$ cat config.mk
export PLATFORM = sky130hd
export DESIGN_NAME = parallel_to_serial
export DESIGN_NICKNAME = d
export VERILOG_FILES = /design/src/rtl/parallel_to_serial.sv
export SDC_FILE = /design/constraint.sdc
export NUM_CORES = 1
export LEC_CHECK = 0
export ABC_AREA = 0
export ABC_CLOCK_PERIOD_IN_PS = 2250
export BUFFER_PORTS_ARGS = -buffer_cell sky130_fd_sc_hd__buf_2
export CAP_MARGIN = 20
export CORE_MARGIN = 2
export CORE_UTILIZATION = 58
export DETAILED_ROUTE_END_ITERATION = 8
export PLACE_DENSITY_LB_ADDON = 0.3
export SYNTH_ARGS = -nofsm -noshare
export SYNTH_HDL_FRONTEND = slang
export SYNTH_SLANG_ARGS = --single-unit
export TNS_END_PERCENT = 1
$ cat constraint.sdc
create_clock -name clk -period 2.25 [get_ports clk]
set_input_delay 0.1125 -clock clk [delete_from_list [all_inputs] [get_ports clk]]
set_output_delay 0.1125 -clock clk [all_outputs]
set_load 0.005 [all_outputs]
$ cat src/rtl/parallel_to_serial.sv
// Serializes a parallel address/data pair LSB first under a ctrl frame strobe.
// Optional one-entry request queue: define P2S_QUEUE_EN.
module parallel_to_serial #(
   parameter int ADDR_W = 20,
   parameter int DATA_W = 16,
   parameter int GAP    = 2
) (
   input  logic              clk,
   input  logic              rst,
   input  logic              start,
   input  logic [ADDR_W-1:0] addr_in,
   input  logic [DATA_W-1:0] data_in,
   output logic              ready,
   output logic              addr_ser,
   output logic              data_ser,
   output logic              ctrl,
   output logic              done
);

   localparam int CNT_W = $clog2(ADDR_W + 1);

   typedef enum logic [1:0] {
      ST_IDLE,
      ST_SHIFT,
      ST_GAP
   } state_t;

   state_t            state, state_next;
   logic [ADDR_W-1:0] addr_sr;
   logic [DATA_W-1:0] data_sr;
   logic [CNT_W-1:0]  bit_cnt;
   logic [3:0]        gap_cnt;
   logic              accept;
   logic              last_bit;
   logic              last_gap;
   logic              load_hold;

   assign last_bit = (state == ST_SHIFT) && (bit_cnt == CNT_W'(ADDR_W - 1));
   assign last_gap = (state == ST_GAP) && (gap_cnt == 4'(GAP - 1));

`ifdef P2S_QUEUE_EN
   logic [ADDR_W-1:0] hold_addr;
   logic [DATA_W-1:0] hold_data;
   logic              full;
   logic              capture;

   // Busy-time requests park in the holding register until the gap expires.
   assign accept    = start && !full && (state == ST_IDLE);
   assign capture   = start && !full && (state != ST_IDLE);
   assign load_hold = last_gap && full;
   assign ready     = !full;

   always_ff @(posedge clk or negedge rst) begin
      if (!rst) begin
         hold_addr <= '0;
         hold_data <= '0;
         full      <= 1'b0;
      end else if (capture) begin
         hold_addr <= addr_in;
         hold_data <= data_in;
         full      <= 1'b1;
      end else if (load_hold) begin
         full      <= 1'b0;
      end
   end
`else
   assign accept    = start && (state == ST_IDLE);
   assign load_hold = 1'b0;
   assign ready     = (state == ST_IDLE);
`endif

   always_ff @(posedge clk or negedge rst) begin
      if (!rst) state <= ST_IDLE;
      else      state <= state_next;
   end

   always_comb begin
      state_next = state;
      unique case (state)
         ST_IDLE:  if (accept)   state_next = ST_SHIFT;
         ST_SHIFT: if (last_bit) state_next = ST_GAP;
         ST_GAP:   if (last_gap) state_next = load_hold ? ST_SHIFT : ST_IDLE;
         default:  state_next = ST_IDLE;
      endcase
   end

   always_ff @(posedge clk or negedge rst) begin
      if (!rst) begin
         addr_sr <= '0;
         data_sr <= '0;
         bit_cnt <= '0;
         gap_cnt <= '0;
         done    <= 1'b0;
      end else begin
         done <= last_bit;
         if (accept) begin
            addr_sr <= addr_in;
            data_sr <= data_in;
            bit_cnt <= '0;
`ifdef P2S_QUEUE_EN
         end else if (load_hold) begin
            addr_sr <= hold_addr;
            data_sr <= hold_data;
            bit_cnt <= '0;
`endif
         end else if (state == ST_SHIFT) begin
            addr_sr <= addr_sr >> 1;
            data_sr <= data_sr >> 1;
            bit_cnt <= bit_cnt + CNT_W'(1);
         end
         if (last_bit)              gap_cnt <= '0;
         else if (state == ST_GAP)  gap_cnt <= gap_cnt + 4'd1;
      end
   end

   // Serial outputs are gated by state so reset clears them without a clock.
   assign ctrl     = (state == ST_SHIFT);
   assign addr_ser = ctrl & addr_sr[0];
   assign data_ser = ctrl & data_sr[0];

endmodule

==> metrics.log <==
[metrics] status: finished clean
[metrics] clock slew seen by the registers of the worst setup and hold paths: 0.09 ns
[metrics] DIE HEIGHT: ~65 microns
[metrics] Cell variety after synth: 27
[metrics] highest achievable clock rate: 0.572 GHz
[metrics] worst reg2reg path startpoint: state[0]
[metrics] initial core utilization: 59.5%
[metrics] launching element type of the critical path: flip-flop
[metrics] area inside the core boundary: 3610 sq um
[metrics] number of buffers created by CTS: 5
[metrics] final cell area excluding filler cells: 2470 sq um
[metrics] post-synth top area share: 56.0%
[metrics] total of cells resized after clock tree synthesis: 0
[metrics] type of the worst min-delay path: in2reg
[metrics] setup TNS after final layout: 0 ns
[metrics] HPWL after detailed placement: 2.76 mm
[metrics] Core Rows: 22
[metrics] most area-hungry cell type in the Yosys netlist: sky130_fd_sc_hd__dfrtp_1
[metrics] cell depth of the worst hold path: 3
[metrics] final wirelength: 4.10 mm
[metrics] power per cell area: 1160 nW/um^2
[metrics] flop-to-flop setup slack: 0.74 ns
[metrics] setup clock skew after layout: 0.00867 ns
[metrics] share of final-layout standard cells stronger than drive strength 1: roughly 22%
[metrics] # H-tree levels: 2
[metrics] total number of nets in the final design: 299
[metrics] most common cell after layout, fill and taps aside: sky130_fd_sc_hd__nand2_1
[metrics] floorplan die area: 4200 sq um
[metrics] routed via count divided by cell count: 5.35
[metrics] count of input and output buffers: 43
[metrics] overall global routing resource usage: 22.4%
[metrics] ys flop type: sky130_fd_sc_hd__dfrtp_1
[metrics] Maximum Capacitance Violations: 0
[metrics] final global-route overflow total: 0
[metrics] clock latency of the later-clocked register in the worst-skew pair: 0.30 ns
[metrics] final worst path period need: 1.75 ns
[metrics] Area growth syn-to-layout: 15.2%
[metrics] Yosys Warn Count: 0
[metrics] crit path kind: reg2out
[metrics] Area contributors post-synth: sky130_fd_sc_hd__dfrtp_1 (56%), sky130_fd_sc_hd__nand2_1 (14%), sky130_fd_sc_hd__a22oi_1 (12%), sky130_fd_sc_hd__mux2i_1 (1.9%), sky130_fd_sc_hd__ha_1 (1.8%)
[metrics] DRC violation count after routing: 0
[metrics] number of antenna repair diodes: 0
[metrics] number of flops mapped to enable cells by yosys: 0
[metrics] worst reg-to-reg path cell count: 4
[metrics] Worst Hold Path EP: data_sr[15]
[metrics] cell count after synthesis: 214
[metrics] synthesized net count: 256
[metrics] TritonCTS clock tree: done
[metrics] share of synthesized flip-flops with an asynchronous set or reset: between 90% and 100%
[metrics] critical-path maximum fanout: 40
[metrics] final routed wire length divided by cell count: 13.4 microns
[metrics] endpoint type of the worst setup path: output port
[metrics] global placer's final weighted congestion: ~0.76
[metrics] via count of the first global-routing pass: ~1.6k
[metrics] maximum number of pins on one net before global-route repair: 41
[metrics] mean area per synthesized cell: 10.0 sq um
[metrics] CTS sink cnt: 48
[metrics] final number of setup-violating endpoints: 0
[metrics] die width: roughly 65 microns
[metrics] #FFs+latches synth: 48
[metrics] buffer cell driving the clock tree root: sky130_fd_sc_hd__clkbuf_8
[metrics] total cell area at the placement stage: 2360 sq um
[metrics] number of endpoints with negative hold slack in the final report: 0
[metrics] number of routed nets with antenna violations: 0
[metrics] post-synthesis sequential area ratio: 56.0%
[metrics] Static Leak: roughly 0.0013 uW
[metrics] number of top-level pins: 44
[metrics] number of search-and-repair iterations in the first detailed-routing pass: 4
[metrics] Slew headroom: 57.1%
[metrics] Min-Delay Startpoint: data_in[15]
[metrics] final clock period utilization by the worst path: 77.7%
[metrics] endpoint of the worst register-to-register path: bit_cnt[3]
[metrics] post-synthesis instance area: 2140 sq um
[metrics] commonest non-fill, non-tap cells in the layout: sky130_fd_sc_hd__nand2_1 (78), sky130_fd_sc_hd__dfrtp_1 (48), sky130_fd_sc_hd__buf_2 (43), sky130_fd_sc_hd__a22oi_1 (34), sky130_fd_sc_hd__clkbuf_8 (6)
[metrics] final core utilization: 68.5%
[metrics] DRT iter0 DRCs: roughly 100
[metrics] slew at the pin with the worst max-slew slack: ~0.64 ns
[metrics] clock tree buffer depth: 2
[metrics] number of antenna violations at the first check in global routing: 0
[metrics] number of pins exceeding their max-slew limit in the final report: 0
[metrics] largest voltage drop on the vdd net: 0.650 mV
[metrics] data arrival time of the critical path: 1.64 ns
[metrics] Worst EP required: 2.14 ns
[metrics] RSZ-0062 raised after global routing: false
[metrics] vias post-DR: 1638
[metrics] first-pass GRT wire length: 7.17 mm
report_power, final:
part / internal [uW] / switching (uW)
clock: 251 / 271
combinational: 405 / 588
sequential: 1160 / 206
total: 1810 / 1060
cells in the mapped netlist (all sizes together) (3+ instances only):
cell type	count
nor2	5
o21ai	4
nand2	78
a22oi	34
mux2i	4
buf	13
nand3	5
ha	3
dfrtp	48
cell type report:
| cell class | count | area (sq um) |
|---|---|---|
| clock buffer | 8 | 90.1 |
| fill | 291 | 1140 |
| inverter | 2 | 10.0 |
| multi-input combinational | 150 | 836 |
| sequential | 48 | 1200 |
| tap | 48 | 60.1 |
| timing repair buffer | 50 | 273 |
worst max path at each step:
stage,startpoint,endpoint,cells past startpoint,slack (ns)
CTS,state[0],data_ser,4,0.50
floorplan,state[0],bit_cnt[2],5,1.0
detailed placement,state[0],bit_cnt[3],4,0.75
finish,state[0],data_ser,4,0.50
global placement,state[0],bit_cnt[3],4,0.83
global route,state[0],addr_ser,4,0.38
layer usage:
metal	up-vias	global-route usage [%]	wire (microns)
met5	-	0	0
met4	0	5.32	35
met3	4	6.60	175
met2	32	36.9	1980
met1	786	29.4	1910
li1	816	-	-
metrics by stage:
stage	total power [uW]	hold WS, ns	setup WS, ns	std cells
6_report	2880	0.0164	0.502	306
2_1_floorplan	2170	-0.183	0.996	214
3_5_place_dp	2380	0.176	0.747	296
4_1_cts	2890	0.0114	0.499	306
3_3_place_gp	2330	0.168	0.833	296
5_1_grt	3120	0.00861	0.383	306
what timing repair did:
item	in CTS	in global routing
hold buffers	2	0
setup buffers	0	0
hold endpoints to repair	28	0
cells by family (layout without fill, tap and decap cells):
group | after synthesis | count (layout) | synth area share [%]
adder cells (fa/ha/maj) | 3 | 3 | 1.75
flip-flops | 48 | 48 | 56.0
AND/OR/NAND/NOR | 100 | 100 | 20.7
multiplexers | 4 | 4 | 1.87
buffers and inverters | 16 | 60 | 5.02
XOR/XNOR | 1 | 1 | 0.408
AO/OA/AOI/OAI | 42 | 42 | 14.3
sequential cells by signal (all words and copies together), names as in the netlist:
| register | cells |
|---|---|
| data_sr | 16 |
| gap_cnt | 4 |
| state | 2 |
| addr_sr | 20 |
| bit_cnt | 5 |
| done | 1 |
worst max-delay path, cell delays in order (launching register included):
cell and delay, ns:
sky130_fd_sc_hd__dfrtp_1 0.57, sky130_fd_sc_hd__nand2b_4 0.15, sky130_fd_sc_hd__inv_4 0.32, sky130_fd_sc_hd__and2_1 0.18, sky130_fd_sc_hd__buf_2 0.10
Note: power is estimated with default switching activity, not from simulation.
